==> src/rtl/store_buffer_pq.sv <==
// ---------------------------------------------------------------------------
// store_buffer_pq
//
// Purpose
//   Store buffer for the memory stage. It is a circular FIFO of DEPTH stores
//   that are held until the ROB commits them. Committed stores drain
//   oldest-first into the D-cache through a valid/ready handshake. Loads look
//   up the buffered stores byte by byte, and the youngest writer of each byte
//   wins. A load that is only partly covered by buffered stores stalls until
//   the overlapping store has drained. An exception reported with a commit
//   flushes every uncommitted store. Committed stores survive the flush.
//
// Parameters
//   DEPTH      number of entries (power of 2, >= 2)
//   ADDR_W     byte address width
//   ROB_IDX_W  ROB tag width
//
// Ports
//   clk                 rising-edge clock
//   reset               asynchronous, active-low reset
//   in_store_instr      allocate a store this cycle
//   in_load_instr       load lookup this cycle
//   in_addr             store/load byte address
//   in_data             store data, LSB-aligned
//   in_funct3           RISC-V funct3 (SB/SH/SW, LB/LH/LW/LBU/LHU)
//   in_rob_idx          ROB tag of the allocating store
//   in_complete         ROB commit strobe
//   in_complete_idx     ROB tag being committed
//   in_exception_vector non-zero together with in_complete: flush
//   in_cache_ready      cache accepts the drain write this cycle
//   out_write_to_cache  drain request valid
//   out_addr            drain byte address
//   out_data            drain data, or the forwarded load value during a load
//   out_funct3          drain store width
//   out_hit             load fully forwarded from the buffer
//   out_stall           store into a full buffer, or a load that must wait
//   out_count           number of occupied entries
//
// Configuration
//   SB_FORWARD_EN  defined:   loads are forwarded byte-granularly (out_hit).
//                  undefined: out_hit is tied to 0, and any byte overlap with
//                             a buffered store stalls the load until the
//                             overlapping entries have drained.
// ---------------------------------------------------------------------------
module store_buffer_pq #(
    parameter int DEPTH     = 4,
    parameter int ADDR_W    = 32,
    parameter int ROB_IDX_W = 4
) (
    input  logic                  clk,
    input  logic                  reset,
    input  logic                  in_store_instr,
    input  logic                  in_load_instr,
    input  logic [ADDR_W-1:0]     in_addr,
    input  logic [31:0]           in_data,
    input  logic [2:0]            in_funct3,
    input  logic [ROB_IDX_W-1:0]  in_rob_idx,
    input  logic                  in_complete,
    input  logic [ROB_IDX_W-1:0]  in_complete_idx,
    input  logic [2:0]            in_exception_vector,
    input  logic                  in_cache_ready,
    output logic                  out_write_to_cache,
    output logic [ADDR_W-1:0]     out_addr,
    output logic [31:0]           out_data,
    output logic [2:0]            out_funct3,
    output logic                  out_hit,
    output logic                  out_stall,
    output logic [$clog2(DEPTH):0] out_count
);

    localparam int PTR_W = $clog2(DEPTH);
    localparam int CNT_W = PTR_W + 1;

    typedef enum logic {
        S_IDLE = 1'b0,
        S_REQ  = 1'b1
    } drain_state_e;

    // Byte lanes touched by an access of the given width at the given offset.
    function automatic logic [3:0] byte_mask(input logic [2:0] funct3,
                                             input logic [1:0] offset);
        logic [3:0] m;
        case (funct3[1:0])
            2'b00:   m = 4'b0001;
            2'b01:   m = 4'b0011;
            default: m = 4'b1111;
        endcase
        return m << offset;
    endfunction

    // ------------------------------------------------------------------
    // State
    // ------------------------------------------------------------------
    drain_state_e          state_q, state_d;
    logic [PTR_W-1:0]      head_q, head_d;
    logic [PTR_W-1:0]      tail_q, tail_d;
    logic [CNT_W-1:0]      count_q, count_d;
    logic [DEPTH-1:0]      valid_q, valid_d;
    logic [DEPTH-1:0]      committed_q, committed_d;

    logic [ADDR_W-1:0]     addr_q   [DEPTH];
    logic [ADDR_W-1:0]     addr_d   [DEPTH];
    logic [31:0]           data_q   [DEPTH];
    logic [31:0]           data_d   [DEPTH];
    logic [3:0]            mask_q   [DEPTH];
    logic [3:0]            mask_d   [DEPTH];
    logic [2:0]            funct3_q [DEPTH];
    logic [2:0]            funct3_d [DEPTH];
    logic [ROB_IDX_W-1:0]  rob_q    [DEPTH];
    logic [ROB_IDX_W-1:0]  rob_d    [DEPTH];

    // ------------------------------------------------------------------
    // Control decode
    // ------------------------------------------------------------------
    logic             full;
    logic             commit_en;
    logic             flush_en;
    logic             alloc;
    logic             pop;
    logic             in_req;
    logic [PTR_W-1:0] age_idx [DEPTH];
    logic [CNT_W-1:0] keep_len;

    assign full      = (count_q == CNT_W'(DEPTH));
    assign commit_en = in_complete && (in_exception_vector == 3'b000);
    assign flush_en  = in_complete && (in_exception_vector != 3'b000);
    assign in_req    = (state_q == S_REQ);
    assign pop       = in_req && in_cache_ready;
    // A store that arrives in the same cycle as a flush is dropped.
    assign alloc     = in_store_instr && !full && !flush_en;

    // age_idx[0] is the oldest slot and age_idx[DEPTH-1] the youngest.
    always_comb begin
        for (int o = 0; o < DEPTH; o++) begin
            age_idx[o] = head_q + PTR_W'(o);
        end
    end

    // Committed entries form a contiguous run from the head because the ROB
    // commits in order. The flush keeps this run and rewinds the tail to the
    // slot just after its youngest member.
    always_comb begin
        keep_len = '0;
        for (int o = 0; o < DEPTH; o++) begin
            if (valid_q[age_idx[o]] && committed_q[age_idx[o]]) begin
                keep_len = CNT_W'(o + 1);
            end
        end
    end

    // ------------------------------------------------------------------
    // Drain FSM
    // ------------------------------------------------------------------
    always_comb begin
        state_d = state_q;
        case (state_q)
            S_IDLE:  if (valid_q[head_q] && committed_q[head_q]) state_d = S_REQ;
            S_REQ:   if (in_cache_ready) state_d = S_IDLE;
            default: state_d = S_IDLE;
        endcase
    end

    // ------------------------------------------------------------------
    // Queue next state: commit, pop, flush, allocate
    // ------------------------------------------------------------------
    always_comb begin
        // NOTE: every _d starts as a copy of its _q, so paths that do not
        // touch a signal hold it instead of inferring a latch.
        head_d      = head_q;
        tail_d      = tail_q;
        count_d     = count_q;
        valid_d     = valid_q;
        committed_d = committed_q;
        addr_d      = addr_q;
        data_d      = data_q;
        mask_d      = mask_q;
        funct3_d    = funct3_q;
        rob_d       = rob_q;

        if (commit_en) begin
            for (int i = 0; i < DEPTH; i++) begin
                if (valid_q[i] && (rob_q[i] == in_complete_idx)) begin
                    committed_d[i] = 1'b1;
                end
            end
        end

        // The head in REQ is committed, so a flush can never remove it.
        if (pop) begin
            valid_d[head_q]     = 1'b0;
            committed_d[head_q] = 1'b0;
            head_d              = head_q + PTR_W'(1);
        end

        if (flush_en) begin
            for (int i = 0; i < DEPTH; i++) begin
                if (!committed_q[i]) begin
                    valid_d[i] = 1'b0;
                end
            end
            tail_d  = head_q + keep_len[PTR_W-1:0];
            count_d = keep_len - CNT_W'(pop);
        end else begin
            if (alloc) begin
                valid_d[tail_q]     = 1'b1;
                committed_d[tail_q] = 1'b0;
                addr_d[tail_q]      = in_addr;
                data_d[tail_q]      = in_data;
                mask_d[tail_q]      = byte_mask(in_funct3, in_addr[1:0]);
                funct3_d[tail_q]    = in_funct3;
                rob_d[tail_q]       = in_rob_idx;
                tail_d              = tail_q + PTR_W'(1);
            end
            count_d = count_q + CNT_W'(alloc) - CNT_W'(pop);
        end
    end

    // ------------------------------------------------------------------
    // Load lookup: which bytes of the load are covered by buffered stores
    // ------------------------------------------------------------------
    logic [3:0] load_mask;
    logic [3:0] byte_cov;
    logic       overlap;
    logic       load_stall;

    always_comb begin
        load_mask = byte_mask(in_funct3, in_addr[1:0]);
        byte_cov  = '0;
        for (int o = 0; o < DEPTH; o++) begin
            if (valid_q[age_idx[o]] &&
                (addr_q[age_idx[o]][ADDR_W-1:2] == in_addr[ADDR_W-1:2])) begin
                byte_cov = byte_cov | mask_q[age_idx[o]];
            end
        end
    end

    assign overlap = |(byte_cov & load_mask);

    // ------------------------------------------------------------------
    // Drain outputs: the head entry while in REQ, 0 otherwise
    // ------------------------------------------------------------------
    logic [31:0] drain_data;

    assign out_write_to_cache = in_req;
    assign out_addr           = in_req ? addr_q[head_q]   : '0;
    assign out_funct3         = in_req ? funct3_q[head_q] : '0;
    assign drain_data         = in_req ? data_q[head_q]   : '0;

`ifdef SB_FORWARD_EN
    logic        all_cov;
    logic        load_hit;
    logic [31:0] fwd_lane;
    logic [31:0] fwd_word;
    logic [31:0] fwd_shift;
    logic [31:0] fwd_data;

    assign all_cov = ((byte_cov & load_mask) == load_mask);

    // Scan oldest to youngest, so a younger writer overwrites each byte it
    // covers. Stored data is LSB-aligned and is moved into its byte lanes here.
    always_comb begin
        fwd_lane = '0;
        fwd_word = '0;
        for (int o = 0; o < DEPTH; o++) begin
            if (valid_q[age_idx[o]] &&
                (addr_q[age_idx[o]][ADDR_W-1:2] == in_addr[ADDR_W-1:2])) begin
                fwd_lane = data_q[age_idx[o]] << {addr_q[age_idx[o]][1:0], 3'b000};
                for (int b = 0; b < 4; b++) begin
                    if (mask_q[age_idx[o]][b]) begin
                        fwd_word[8*b +: 8] = fwd_lane[8*b +: 8];
                    end
                end
            end
        end
    end

    always_comb begin
        fwd_shift = fwd_word >> {in_addr[1:0], 3'b000};
        case (in_funct3)
            3'b000:  fwd_data = {{24{fwd_shift[7]}},  fwd_shift[7:0]};
            3'b001:  fwd_data = {{16{fwd_shift[15]}}, fwd_shift[15:0]};
            3'b100:  fwd_data = {24'h0, fwd_shift[7:0]};
            3'b101:  fwd_data = {16'h0, fwd_shift[15:0]};
            default: fwd_data = fwd_shift;
        endcase
    end

    assign load_hit   = in_load_instr && all_cov;
    assign load_stall = in_load_instr && overlap && !all_cov;
    assign out_hit    = load_hit;
    assign out_data   = in_load_instr ? (load_hit ? fwd_data : 32'h0) : drain_data;
`else
    // Without forwarding, any overlap waits for the store to reach the cache.
    assign load_stall = in_load_instr && overlap;
    assign out_hit    = 1'b0;
    assign out_data   = drain_data;
`endif

    assign out_stall = (in_store_instr && full) || load_stall;
    assign out_count = count_q;

    // ------------------------------------------------------------------
    // Registers
    // ------------------------------------------------------------------
    // NOTE: sequential blocks use non-blocking assignments only, so every
    // flop samples the pre-edge value of its _d regardless of statement order.
    always_ff @(posedge clk or negedge reset) begin
        if (!reset) begin
            state_q     <= S_IDLE;
            head_q      <= '0;
            tail_q      <= '0;
            count_q     <= '0;
            valid_q     <= '0;
            committed_q <= '0;
        end else begin
            state_q     <= state_d;
            head_q      <= head_d;
            tail_q      <= tail_d;
            count_q     <= count_d;
            valid_q     <= valid_d;
            committed_q <= committed_d;
        end
    end

    // NOTE: the entry payload has no reset. valid_q qualifies every read of
    // it, so stale contents are never observed.
    always_ff @(posedge clk) begin
        addr_q   <= addr_d;
        data_q   <= data_d;
        mask_q   <= mask_d;
        funct3_q <= funct3_d;
        rob_q    <= rob_d;
    end

endmodule

==> config.mk <==
export PLATFORM = sky130hd
export DESIGN_NAME = store_buffer_pq
export DESIGN_NICKNAME = d
export VERILOG_FILES = /design/src/rtl/store_buffer_pq.sv
export SDC_FILE = /design/constraint.sdc
export NUM_CORES = 1
export LEC_CHECK = 0
export ABC_CLOCK_PERIOD_IN_PS = 6500
export BUFFER_PORTS_ARGS = -buffer_cell sky130_fd_sc_hd__buf_4
export CAP_MARGIN = 20
export CORE_ASPECT_RATIO = 0.75
export CORE_MARGIN = 4
export CORE_UTILIZATION = 45
export CTS_BUF_LIST = sky130_fd_sc_hd__clkbuf_8
export DETAILED_ROUTE_END_ITERATION = 6
export RECOVER_POWER = 50
export SLEW_MARGIN = 20
export SYNTH_ARGS = -nofsm -noshare
export SYNTH_HDL_FRONTEND = slang
export SYNTH_SLANG_ARGS = --single-unit
==> constraint.sdc <==
create_clock -name clk -period 6.5 [get_ports clk]
set_input_delay 0.65 -clock clk [delete_from_list [all_inputs] [get_ports clk]]
set_output_delay 0.65 -clock clk [all_outputs]
set_load 0.02 [all_outputs]
==> reports/metrics.yaml, run 1 <==
drt-total-wl_um: 46820
worst-slew-pin-transition_ns: 4.542
drt-wirelength-per-cell_um: 25.52
power.density_mw_per_mm2: 438.0
violations: "max-capacitance violations, max-slew violations"
fin_setup_tns_ns: 0
min_period_over_period_pct: 87.86
min_period_ns: 5.711
finalMaxSlewViolations: 184
yosysUniqueCellTypes: 58
vias: 10910
final_cell_mix: "edfxtp_1, mux4_2, mux2i_1"
cts_tree: "done"
die_w_um: 234.8
syn-cell-area_mm2: 0.01737
skew_ns: 0.02234
grt_pass1_wl_um: 70580
grt.total_usage_pct: 22.12
clkPwrFrac_pct: 20.2
grt_max_degree: 127
syn-instance-count: 1142
critPathMaxFanout: 43
core_area_mm2: 0.03817
cts_resized: 0
fin_area_mm2: 0.01962
final_common_cell: "edfxtp_1"
drtPass1Iterations: 7
holdBufCountCts: 1
finalHoldViolCount: 0
drtIter0Drc: 1050
rsz0062_at_grt: "no"
drc_errors: 0
power_frac_seq_pct: 31.6
combPwrFrac_pct: 48.2
outcome: "finished, violations left"
final_nets: 1378
syn_area_per_cell_um2: 15.21
setup_viol: 0
drv_cap: 4
hpwl_um: 31100
synth_seq_cells: 316
finish.utilization_pct: 51.40
switching_share_pct: 37.95
crit_arrival_ns: 5.06
hp-class: "in -> reg"
worst_ep_required_time_ns: 5.85
critPathCaptureType: "output port"
rows: 62
cts_setup_buffers: 0
diodes: 0
io_buffers: 155
leakage_uw: 0.006825
synth_edf_count: 300
syn_nets: 1240
clock-sinks: 316
p_switching_uw: 3261
synthFlopType: "edfxtp_1"
first_global_vias: 10940
cts_htree_levels: 2
cts-root-buf: "clkbuf_8"
postRouteAntennaNets: 0
fmax_mhz: 175.1
totalPowerFinal_uw: 8593
ys_seq_area_share_pct: 54.18
io_pins: 157
internal-power_uw: 5332
antenna_found_initial: 1
initial_core_util_pct: 45.50
ir_drop_mv: 0.3137
cts.path.max_buffers: 3
synth_warnings: 0
die_area_mm2: 0.04183
area_delta_synth_final_pct: 12.97
placedInstanceArea_mm2: 0.01887
fillers: 3286
die_y_um: 178.1
critPathKind: "reg -> out"
grt_overflow: 0
synth_async_sr_flop_share_pct: 5.063
place_congestion: 0.9376
max_slew_margin_pct: -203.0
startpoint_type: "flop"
clk_pin_slew_ns: 0.06
vias_per_cell: 5.947
cts_buffers: 52
drive_gt1_share_pct: 23.13
clkLatencyLatePin_ns: 0.61
==> kinds of logic after synthesis <==
family,after synthesis,share of synthesized area [%]
AO/OA/AOI/OAI,122,5.195
XOR/XNOR,125,6.304
adder cells (fa/ha/maj),14,1.052
buffers and inverters,108,3.249
flip-flops,316,54.18
multiplexers,246,23.51
other,1,0.02159
AND/OR/NAND/NOR,210,6.492
==> state kept, by name (all words and copies together) (netlist names) <==
name,flops
tail_q,2
funct3_q,12
addr_q,128
mask_q,16
head_q,2
data_q,128
valid_q,4
committed_q,4
out_write_to_cache,1
out_count,3
rob_q,16
==> metal layers <==
| metal | track usage (%) | vias to the layer above | routed length, µm |
|---|---|---|---|
| met5 | 0 | - | 12 |
| met4 | 5.830 | 2 | 1122 |
| met3 | 6.646 | 83 | 4185 |
| met2 | 31.75 | 470 | 20160 |
| met1 | 33.05 | 5545 | 21340 |
| li1 | - | 4813 | - |
==> stage by stage <==
stage | instances | worst slack (ns) | hold slack (ns)
floorplan | 1142 | 0.9899 | 0.3544
global placement | 1737 | 1.417 | 0.5342
detailed placement | 1737 | 1.427 | 0.5364
CTS | 1835 | 0.7732 | 0.2067
global route | 1835 | 0.5460 | 0.2984
finish | 1835 | 0.7893 | 0.3217
==> cell usage after synthesis, types with 7 or more instances <==
master	n	area share, %
edfxtp_1	300	52
mux4_2	129	17
mux2i_1	112	6.5
xnor2_1	80	4.0
and2_1	61	2.2
nand2_1	46	0.99
xor2_1	45	2.3
nor2_1	30	0.65
clkbuf_1	29	0.63
buf_4	23	0.99
a21oi_1	22	0.63
inv_1	22	0.48
o22ai_1	17	0.61
buf_2	16	0.46
dfrtp_1	16	2.3
nand4_1	16	0.58
ha_1	13	0.94
o21ai_0	13	0.37
nor3_1	12	0.35
and3_1	11	0.40
buf_1	11	0.24
a221oi_1	8	0.40
nand2b_1	8	0.29
a22oi_1	7	0.30
buf_6	7	0.45
==> critical path, cell delays in order, from the launching register on <==
cell and delay [ns]:
dfrtp_4 0.69, inv_1 0.17, ha_4 0.80, buf_4 0.36, mux4_2 0.53, xor2_1 0.15
nor2_1 0.12, and4_1 0.27, and4_1 0.26, a22o_1 0.23, a22o_1 0.23, a2111oi_1 0.29
o21ai_1 0.15, buf_4 0.18
==> power groups by stage <==
stage / Sequential, µW / Clock (µW) / Combinational (µW)
2_1_floorplan: 2660 / 0 / 3190
3_3_place_gp: 2740 / 0 / 4160
3_5_place_dp: 2740 / 0 / 4150
4_1_cts: 2700 / 1780 / 4170
5_1_grt: 2750 / 1880 / 4430
6_report: 2720 / 1740 / 4140
==> final timing paths <==
kind                                    from          to  slack (ns)  depth (start not counted)
worst min-delay path             in_data[29]  data_q[61]        0.32                          1
worst max register to register  out_count[2]  data_q[71]        1.01                          5
worst min register to register    valid_q[0]  valid_q[0]        0.65                          2
worst max-delay path               head_q[0]   out_stall        0.79                         13
min in group asynchronous              reset   head_q[0]        0.73                          2
max in group asynchronous              reset   head_q[1]        5.05                          2
==> cell type report <==
cell class	count	area (µm²)	area share, %
clock buffer	56	770.7	3.929
multi-input combinational	718	7413	37.79
inverter	22	82.58	0.4209
tap	512	640.6	3.265
timing repair buffer	170	1031	5.255
clock inverter	41	262.8	1.339
sequential	316	9418	48.00
No activity file was read; power rests on OpenSTA's default activity.
==> run 2: changes to the inputs <==
==> constraint.sdc (replaced) <==
create_clock -name clk -period 6.5 [get_ports clk]
set_input_delay 1.3 -clock clk [delete_from_list [all_inputs] [get_ports clk]]
set_output_delay 1.3 -clock clk [all_outputs]
set_load 0.02 [all_outputs]
==> run 2 against run 1 <==
- the flow still finishes with violations (max-capacitance violations, max-slew violations)
- worst setup slack lost 0.50 ns
- utilization barely moved
- cell area barely moved
- sequential share of layout area about the same
- register-to-register slack improved by 1.2 ns
- count of clock-buffer cells in the layout shrank 4
- cell count rose by 0.44%
==> reports/metrics.yaml, run 2 (same netlist as run 1, synthesis figures left out) <==
outcome: "finished, violations left"
violations: "max-capacitance violations, max-slew violations"
ir_drop_mv: 0.2966
drc_errors: 0
hold_path_depth: 3
holdBufCountCts: 0
critPathCaptureType: "output port"
drt-total-wl_um: 47280
rr_worst_depth: 5
multi_input_area_mm2: 0.007411
critPathMaxFanout: 37
cts-root-buf: "clkbuf_8"
max_slew_margin_pct: -92.93
drt-wirelength-per-cell_um: 25.65
startpoint_type: "flop"
critPathKind: "reg -> out"
cts_setup_buffers: 0
initial_core_util_pct: 45.50
clkLatencyLatePin_ns: 0.60
final_cell_mix: "edfxtp_1, mux4_2, mux2i_1"
hpwl_um: 32280
fin_setup_tns_ns: 0
io_pins: 157
first_global_vias: 10900
rsz0062_at_grt: "no"
clock-sinks: 316
worst_ep_required_time_ns: 5.20
io_buffers: 155
grt_pass1_wl_um: 71270
vias_per_cell: 5.953
placed_cells: 1750
drtIter0Drc: 1492
leakage_uw: 0.006819
drv_cap: 3
min_period_ns: 6.211
holdWs_ns: 0.6356
cts.path.max_buffers: 3
postRouteAntennaNets: 0
worst-slew-pin-transition_ns: 2.892
skew_ns: 0.02037
totalPowerFinal_uw: 8571
finalHoldViolCount: 0
min_period_over_period_pct: 95.56
antenna_found_initial: 2
cts_tree: "done"
grt_max_degree: 141
rows: 62
grt.total_usage_pct: 22.34
fillers: 3299
grt_overflow: 0
cts_resized: 0
drtPass1Iterations: 5
finalMaxSlewViolations: 98
instances_no_fill: 1843
final_common_cell: "edfxtp_1"
die_y_um: 178.1
hp-class: "reg -> reg"
final_nets: 1389
vias: 10970
power.density_mw_per_mm2: 436.8
core_area_mm2: 0.03817
area_delta_synth_final_pct: 12.98
crit_arrival_ns: 4.91
cts_htree_levels: 2
regArea_mm2: 0.009417
die_w_um: 234.8
cts_buffers: 51
drive_gt1_share_pct: 23.53
setup_viol: 0
fmax_mhz: 161.0
place_congestion: 0.9504
clk_pin_slew_ns: 0.06
largestRegisters: "addr_q x128, data_q x128"
die_area_mm2: 0.04183
run 2: layout make-up:
cell class              instances  share of cell area, %
repair buffers                182                  5.573
flip-flops and latches        316                  47.99
clock buffers                  52                  3.647
diodes                          1                0.01275
clock inverters                40                  1.320
inverters                      22                 0.4209
well taps                     512                  3.265
multi-input cells             718                  37.77
run 2: final timing paths:
path                               from           end  slack [ns]
max                           head_q[0]     out_stall        0.29
min                        out_count[0]  out_count[0]        0.64
max reg2reg                out_count[2]   data_q[100]        2.24
min reg2reg                out_count[0]  out_count[0]        0.64
max in group asynchronous         reset     head_q[1]        4.95
min in group asynchronous         reset    valid_q[2]        0.84
run 2: power by group:
group          internal, µW  total [µW]  switching, µW
clock                   868        1670            805
sequential             2510        2680            171
combinational          1930        4220           2290
total                  5310        8570           3260
run 2: metal layers:
| metal | routed length, µm | vias up | track usage [%] | share of wire (%) |
|---|---|---|---|---|
| li1 | - | 4832 | - | - |
| met3 | 3965 | 82 | 5.379 | 8.4 |
| met4 | 1133 | 2 | 5.953 | 2.4 |
| met2 | 20420 | 472 | 32.04 | 43 |
| met5 | 17 | - | 0 | 0.036 |
| met1 | 21740 | 5584 | 34.24 | 46 |
run 2: metrics by stage:
step           util, %  area, µm²  setup slack, ns
6_report         51.41      19620           0.2887
5_1_grt          51.41      19620          0.04929
4_1_cts          52.18      19920           0.2714
3_5_place_dp     49.63      18940           0.9169
3_3_place_gp     49.63      18940           0.9726
2_1_floorplan        -      17370           0.3399
run 2: worst max-delay path, stage by stage, from the launching register on:
cell and delay (ns):
dfrtp_4 0.66, inv_1 0.16, ha_4 0.75, buf_4 0.35
mux4_2 0.53, xnor2_1 0.19, nand4_1 0.14, nor4_1 0.32
and4_1 0.37, a22o_1 0.19, a22o_1 0.14, a2111oi_1 0.05
o21ai_1 0.24, buf_4 0.19
